$ cat src/rtl/ber_ref_delay.sv
// Reference history for the BER checker: shift register of accepted reference bits,
// fill counter, and tap select hist[cand]. Latency: tap is combinational on the
// pre-edge history. Backpressure: none, every qualified reference bit is accepted.
// Ports: clk, rst (async, active-low); ref_valid/ref_bit push a reference bit;
//   cand selects the tap; tap_bit is hist[cand]; usable is 1 when cand < fill.
module ber_ref_delay #(
  parameter int MAX_LAT = 64
) (
  input  logic                       clk,
  input  logic                       rst,
  input  logic                       ref_valid,
  input  logic                       ref_bit,
  input  logic [$clog2(MAX_LAT)-1:0] cand,
  output logic                       tap_bit,
  output logic                       usable
);

  localparam int FILL_W = $clog2(MAX_LAT + 1);

  logic [MAX_LAT-1:0] hist;
  logic [FILL_W-1:0]  fill;

  always_ff @(posedge clk or negedge rst) begin
    if (!rst) begin
      hist <= '0;
      fill <= '0;
    end else if (ref_valid) begin
      hist <= {hist[MAX_LAT-2:0], ref_bit};
      if (fill != FILL_W'(MAX_LAT)) begin
        fill <= fill + FILL_W'(1);
      end
    end
  end

  // A tap is only meaningful once that many reference bits have been shifted in.
  assign tap_bit = hist[cand];
  assign usable  = (FILL_W'(cand) < fill);

endmodule

$ cat config.mk
export PLATFORM = sky130hd
export DESIGN_NAME = ber_ref_delay
export DESIGN_NICKNAME = d
export VERILOG_FILES = /design/src/rtl/ber_ref_delay.sv
export SDC_FILE = /design/constraint.sdc
export NUM_CORES = 1
export LEC_CHECK = 0
export ABC_AREA = 1
export BUFFER_PORTS_ARGS = -buffer_cell sky130_fd_sc_hd__buf_2
export CAP_MARGIN = 30
export CORE_MARGIN = 3
export CORE_UTILIZATION = 50
export CTS_BUF_LIST = sky130_fd_sc_hd__clkbuf_16
export CTS_CLUSTER_DIAMETER = 150
export DETAILED_ROUTE_END_ITERATION = 10
export GPL_TIMING_DRIVEN = 0
export PLACE_DENSITY_LB_ADDON = 0.1
export SLEW_MARGIN = 5
export SYNTH_ARGS = -nofsm -noshare
export SYNTH_HDL_FRONTEND = slang
export SYNTH_SLANG_ARGS = --single-unit
export TNS_END_PERCENT = 50
$ cat constraint.sdc
create_clock -name clk -period 2.5 [get_ports clk]
set_input_delay 0.25 -clock clk [delete_from_list [all_inputs] [get_ports clk]]
set_output_delay 0.25 -clock clk [all_outputs]
set_load 0.02 [all_outputs]
Yosys cells after proc, flatten, opt, wreduce, memory -nomap -nowiden. Cells that the tools add are included.

Register bits after elaboration: 71. Logic and storage cells: 9.

Equality and inequality tests: 1. Reduce and logical (&&, ||, !) cells: 1. Multiplexer cells: 2. Order comparisons: 2. Add/sub/neg operators: 1.

Operators by type and width (count): 7-bit by 1-bit adder with 7-bit output, second input constant (1); 6-bit by 7-bit < comparator with 1-bit output (1); 6-bit by 7-bit < comparator with 1-bit output, second input constant (1); 7-bit inequality test, second input constant (1); 1-bit binary-select mux with 6-bit select (1); 2-bit AND reduction (1); 1-bit two-way mux (1).

Depth between registers and ports, before layout. Gate-level depths: netlist (run 1).

Word-level depth: 2. Gate-level depth with buffers: 11.

Worst setup path after synthesis (run 1). No wires, ideal clock.

Path type: flip-flop to output port. Start point: reg fill[2]. End point: out usable. Path slack: 0.760 ns. Arrival: 1.490 ns. Cell stages (with the launch flop): 6. Cell sequence: dfrtp_1 > inv_1 > ha_1 > a21oi_1 > a21oi_1 > a221oi_1.

Cells in the longest elaborated chain, start to end: 1.

Ends and longest elaborated chain: start: declaration (RTL line 21) `logic [FILL_W-1:0] fill;`; start signal: assignment (RTL line 30) `fill <= fill + FILL_W'(1);`; 6-bit by 7-bit < comparator with 1-bit output (RTL line 37) `assign usable = (FILL_W'(cand) < fill);`; end: declaration (RTL line 15) `output logic usable`.

No other way between the ends.

Final worst setup path (run 1). Same ends and word-level chain as after synthesis.

==> impl_metrics.py, run 1 <==
metrics = {
    "final_layout": {
        "layout-drive-gt1-share_pct": 11.5,
        "area_growth_pct": 12.4,
        "fillers": 631,
        "postLayoutCoreUtil_pct": 58.6,
        "antenna_cells": 0,
        "nNetsFinal": 476,
    },
    "placed_design": {
        "port-buffer-count": 9,
        "place_hpwl_um": 5480,
        "gp_congestion": 0.803,
    },
    "logic_synthesis": {
        "synth_area_leaders": "dfrtp_1 (50%), nand2_1 (11%), nand3_1 (8.2%)",
        "async_reset_ff_share_pct": 100,
        "yosys.area.top_type_share_pct": 49.9,
        "synth_fp_nets": 454,
        "synth_warnings": 0,
        "synthFlopType": "dfrtp_1",
        "yosys_register_bits": 71,
        "synth.largest_area_cell": "dfrtp_1",
        "synth.distinct_cells": 26,
        "avgSynthCellArea_um2": 8.15,
        "syn_area_mm2": 0.00356,
        "synth_edf_count": 0,
        "synth_seq_area_share_pct": 49.9,
        "yosys-top-cells-count": "nand2_1 (105), dfrtp_1 (71), nand3_1 (58)",
        "synthMostInstantiatedCell": "nand2_1",
        "syn_inst": 437,
    },
    "floorplanning": {
        "row_count": 30,
        "start_util_pct": 52.1,
        "fp.dieH_um": 90.4,
        "dieArea_mm2": 0.00817,
        "die_w_um": 90.4,
        "core_mm2": 0.00683,
        "ios": 12,
    },
    "grt": {
        "antenna_found_initial": 0,
        "grtUsageTotal_pct": 22.0,
        "grt_max_degree": 39,
        "grt_pass1_vias": 2884,
        "overflow": 0,
        "grt_pass1_wl_um": 14200,
    },
    "worst_setup_path": {
        "r2r_slack_ps": 1090,
        "required_ps": 2250,
        "worstSetupEndpointType": "primary output",
        "critPathMaxFanout": 4,
        "cp-start-kind": "flip-flop",
        "reg2reg_depth": 7,
        "crit_arrival_ps": 1820,
        "path_class": "reg -> out",
    },
    "power_and_ir_drop": {
        "total_leakage_power_nw": 1.97,
        "cellPowerDensity_mw_per_mm2": 817,
        "vdd_ir_drop_max_mv": 0.454,
    },
    "route": {
        "drtIter0Drc": 184,
        "ant_nets": 0,
        "wl_per_cell_um": 15.0,
        "met1_length_um": 3900,
        "route.met3.wl_um": 530,
        "routed_wl_um": 8390,
        "dr.pass1.iters": 4,
        "vias_per_cell": 5.23,
        "met2_length_um": 3830,
        "vias": 2916,
        "drc": 0,
        "dr.max_layer_used": "met4",
    },
    "clocking": {
        "path_clk_slew_ps": 50,
        "cts_tree": "built",
        "root_buffer": "clkbuf_16",
        "clock-sinks": 71,
        "clock_latency_ps": 330,
        "cts_buffers": 9,
        "htree_levels": 3,
        "clock_path_buffers": 2,
    },
    "sta": {
        "skew_ps": 5.45,
        "hold_viol": 0,
        "slew_violations": 0,
        "min_period_ps": 2070,
        "slew_headroom_pct": 62.4,
        "tns_ps": 0,
        "fmax_mhz": 483,
        "finalSetupViolations": 0,
        "worstMarginPinSlew_ps": 564,
        "rsz0062_at_grt": "no",
        "fin_crit_sh_pct": 82.9,
    },
    "worst_hold_path": {
        "min_path_type": "in -> reg",
        "min_path_cells": 2,
    },
    "run": {
        "drv_cap": 0,
    },
    "outcome": {
        "status": "finished, final reports clean",
    },
}
critical path, cell delays in order, from the launching register on:
cell      delay [ps]
dfrtp_1          400
inv_1             90
ha_1             290
a21oi_1          160
a21oi_1           80
a221oi_1         250
buf_2            220
timing repair:
item | in CTS | in global routing
hold endpoints to repair | 33 | 0
gates resized for setup | 0 | 0
hold buffers | 1 | 0
setup buffers | 0 | 0
cells by family after synthesis:
kind of cell               count (synthesis)  share of synthesized area, %
and+or+nand+nor                          210                          25.3
buffers and inverters                     72                          10.0
DFF                                       71                          49.9
AOI/OAI and AO/OA                         70                          10.4
adders and majority gates                  7                          2.46
xor gates and xnor gates                   5                          1.23
muxes                                      2                         0.633
report_power, final:
| part | internal (W) | total (W) | switching, W |
|---|---|---|---|
| registers | 0.00136 | 0.00151 | 0.000153 |
| logic | 0.000263 | 0.000676 | 0.000413 |
| clock network | 0.000641 | 0.00108 | 0.000436 |
area by class of cell:
type	count	area, µm²	area share (%)
buffer	25	173	4.32
clock buffer	9	225	5.63
clock inverter	5	18.8	0.469
inverter	47	184	4.60
multi-input combinational	294	1430	35.6
sequential	71	1780	44.4
tap	96	120	3.00
timing repair buffer	11	77.6	1.94
per-layer routing:
metal,GRT usage [%],up-vias
met4,9.44,0
li1,-,1444
met5,0,-
met2,34.3,71
met1,30.6,1390
met3,3.42,11
flip-flops by register name, summed over array words and instances, names as in the netlist:
| name | flops |
|---|---|
| fill | 7 |
| hist | 64 |
final timing paths:
check,start,end
setup / recovery,fill[2],usable
hold / removal,ref_bit,hist[0]
setup reg to reg,fill[0],fill[5]
hold reg to reg,hist[24],hist[25]
max in group asynchronous,rst,hist[34]
min in group asynchronous,rst,hist[60]
metrics by stage:
stage	instances	hold WS, ps	total power, W	setup slack (ps)	area, µm²
6_report	558	155	0.00327	429	4000
4_1_cts	558	149	0.00330	433	4000
3_3_place_gp	542	487	0.00218	696	3720
5_1_grt	558	169	0.00348	332	4000
3_5_place_dp	543	229	0.00221	704	3750
2_1_floorplan	437	-45.6	0.00201	760	3560
cells in the final DEF, fill, tap and decap left out, drive strengths merged:
| master | synthesis | layout |
|---|---|---|
| nand2 | 113 | 113 |
| dfrtp | 71 | 71 |
| nand3 | 60 | 60 |
| inv | 47 | 48 |
| nor2 | 36 | 36 |
| a21oi | 34 | 34 |
| o21ai | 33 | 33 |
| buf | 19 | 29 |
| clkbuf | 6 | 15 |
| ha | 7 | 7 |
| xor2 | 5 | 5 |
| clkinv | 0 | 4 |
| mux2 | 2 | 2 |
| a21o | 1 | 1 |
| o211ai | 1 | 1 |
| a221oi | 1 | 1 |
| nor3 | 1 | 1 |
| dlygate4sd3 | 0 | 1 |
Note: power is estimated with default switching activity, not from simulation.
==> run 2: changes to the inputs <==
ABC_AREA = 0   (was 1)
clock period = 2.2 ns   (was 2.5 ns; I/O delays follow)
==> impl_metrics.py, run 2 <==
metrics = {
    "final_layout": {
        "largest_register_ff_count": 64,
        "final_common_cell": "dfrtp_1",
        "area_growth_pct": 13.6,
        "postLayoutCoreUtil_pct": 59.8,
        "mostFrequentLayoutCells": "dfrtp_1 (71), mux2_2 (64), mux4_2 (12)",
        "fillers": 517,
        "layout-drive-gt1-share_pct": 42.0,
        "nNetsFinal": 276,
        "top_register": "hist",
        "top_regs": "hist: 64 flops, fill: 7 flops",
        "layout.cells.non_filler": 341,
        "antenna_cells": 0,
    },
    "clocking": {
        "clock-sinks": 71,
        "htree_levels": 3,
        "path_clk_slew_ps": 60,
        "root_buffer": "clkbuf_16",
        "cts_buffers": 9,
        "clock_path_buffers": 2,
        "clock_latency_ps": 320,
        "cts_tree": "built",
    },
    "sta": {
        "setup_ws_ps": -545,
        "slew_violations": 0,
        "fmax_mhz": 364,
        "worstMarginPinSlew_ps": 604,
        "skew_ps": 5.50,
        "rsz0062_at_grt": "yes",
        "min_period_ps": 2750,
        "fin_crit_sh_pct": 125,
        "hold_viol": 0,
        "slew_headroom_pct": 59.7,
        "finalSetupViolations": 1,
        "tns_ps": -545,
    },
    "grt": {
        "grt_max_degree": 44,
        "grtUsageTotal_pct": 17.0,
        "overflow": 0,
        "grt_pass1_wl_um": 9980,
        "antenna_found_initial": 0,
        "grt_pass1_vias": 1981,
    },
    "placed_design": {
        "dp.cells": 322,
        "place_hpwl_um": 4150,
        "gp_congestion": 0.781,
        "port-buffer-count": 9,
    },
    "power_and_ir_drop": {
        "p_comb_share_pct": 20.9,
        "cellPowerDensity_mw_per_mm2": 1020,
        "p_seq_share_pct": 46.7,
        "p_clk_share_pct": 32.3,
        "p_switching_w": 0.00109,
        "internal-power_w": 0.00285,
        "total_leakage_power_nw": 1.82,
        "switching_share_pct": 27.7,
        "vdd_ir_drop_max_mv": 0.429,
    },
    "logic_synthesis": {
        "yosys-top-cells-count": "dfrtp_1 (71), mux2_2 (64), mux4_2 (9)",
        "synth_fp_nets": 252,
        "synth_edf_count": 0,
        "syn_area_mm2": 0.00340,
        "syn_inst": 235,
        "synth_warnings": 0,
        "synth_seq_area_share_pct": 52.2,
        "avgSynthCellArea_um2": 14.5,
        "synth_area_leaders": "dfrtp_1 (52%), mux2_2 (21%), mux4_2 (6.0%)",
        "yosys_register_bits": 71,
        "async_reset_ff_share_pct": 100,
        "synthFlopType": "dfrtp_1",
        "yosys.area.top_type_share_pct": 52.2,
        "synthMostInstantiatedCell": "dfrtp_1",
        "synth.largest_area_cell": "dfrtp_1",
        "synth.distinct_cells": 31,
    },
    "worst_setup_path": {
        "cp-start-kind": "flip-flop",
        "cpMostUsedCell": "mux4_2",
        "crit_slowest_cell": "or4_4",
        "required_ps": 1980,
        "crit_buf_inv": 1,
        "crit_arrival_ps": 2530,
        "critPathMaxFanout": 3,
        "crit_chain": "mux4_2, mux4_2, and3b_1, or4_4, buf_6",
        "cp_top_family": "multiplexers",
        "worstSetupEndpointType": "primary output",
        "critPathMaxStageDelay_ps": 520,
        "path_class": "reg -> out",
    },
    "worst_hold_path": {
        "min_path_type": "in -> reg",
    },
    "route": {
        "dr.pass1.iters": 4,
        "vias": 1973,
        "drc": 0,
        "vias_per_cell": 5.79,
        "ant_nets": 0,
        "routed_wl_um": 5850,
        "wl_per_cell_um": 17.2,
        "drtIter0Drc": 114,
    },
    "run": {
        "drv_cap": 0,
    },
    "floorplanning": {
        "core_mm2": 0.00646,
        "start_util_pct": 52.7,
        "dieArea_mm2": 0.00783,
        "die_w_um": 88.5,
        "ios": 12,
        "row_count": 29,
        "fp.dieH_um": 88.5,
    },
    "outcome": {
        "violations": "setup timing",
        "status": "finished, violations left",
    },
}
run 2: changes by cell type after synthesis, moves of 32 or more:
cell / previous run / this run
a21oi_1: 34 / 1
inv_1: 45 / 8
mux2_2: 2 / 64
nand2_1: 105 / 5
nand3_1: 58 / 3
nor2_1: 35 / 1
o21ai_0: 32 / 0
run 2: layout make-up:
type,count,area [µm²],area share [%]
flip-flops and latches,71,1780,46.0
multi-input cells,142,1530,39.6
clock buffers,9,225,5.83
repair buffers,13,98.8,2.56
well taps,77,96.3,2.49
plain buffers,14,68.8,1.78
clock inverters,7,40.0,1.04
inverters,8,30.0,0.777
run 2: metrics by stage:
stage / setup slack (ps) / power [W] / hold WS, ps / instance area (µm²)
6_report: -545 / 0.00394 / 130 / 3860
4_1_cts: -573 / 0.00399 / 121 / 3860
2_1_floorplan: -13.6 / 0.00243 / -75.6 / 3400
3_3_place_gp: -460 / 0.00263 / 455 / 3540
5_1_grt: -611 / 0.00420 / 131 / 3860
3_5_place_dp: -493 / 0.00267 / 175 / 3560
run 2: worst reg2reg max path: cells and delay by family, from the launching register on:
family                 cells  cell delay (ps)
buffers and inverters      1              100
flip-flops                 1              420
AND/OR/NAND/NOR            2              750
XOR/XNOR                   1              110
AO/OA/AOI/OAI              1              210
run 2: path summary, 6_finish.rpt:
check,from,end,cells after the start,slack (ps)
worst max register to register,fill[3],fill[2],5,550
worst max-delay path,hist[28],tap_bit,5,-550
max in group asynchronous,rst,hist[60],3,1280
worst min register to register,fill[4],fill[4],1,500
min in group asynchronous,rst,hist[26],2,360
worst min-delay path,ref_bit,hist[0],2,130
run 2: what timing repair did:
item / CTS / global route
gates resized for setup: 2 / 2
setup buffers: 2 / 0
pin swaps: 2 / 1
endpoints found under the setup margin: 1 / 2
hold buffers: 1 / 0
hold endpoints to repair: 28 / 0
run 2: metal layers:
metal	part of all wire [%]	track usage [%]
met1	51	24.8
met2	46	25.4
met3	2.5	4.19
met4	0.92	4.95
met5	0	0
run 2: cell families (layout without fill, tap and decap cells):
| family | count (synthesis) | after routing | share of synthesized area, % |
|---|---|---|---|
| muxes | 85 | 85 | 32.6 |
| DFF | 71 | 71 | 52.2 |
| and+or+nand+nor | 34 | 34 | 6.18 |
| buffers and inverters | 22 | 51 | 2.72 |
| AOI/OAI and AO/OA | 10 | 10 | 2.17 |
| adders and majority gates | 7 | 7 | 2.57 |
| xor gates and xnor gates | 6 | 6 | 1.54 |
run 2: power by group through the flow:
stage | registers (W) | logic, W | clock network, W
after floorplan | 0.00178 | 0.000651 | 0
after global placement | 0.00185 | 0.000777 | 0
after detailed placement | 0.00186 | 0.000805 | 0
after CTS | 0.00184 | 0.000829 | 0.00132
after global routing | 0.00188 | 0.000927 | 0.00139
final | 0.00184 | 0.000824 | 0.00127
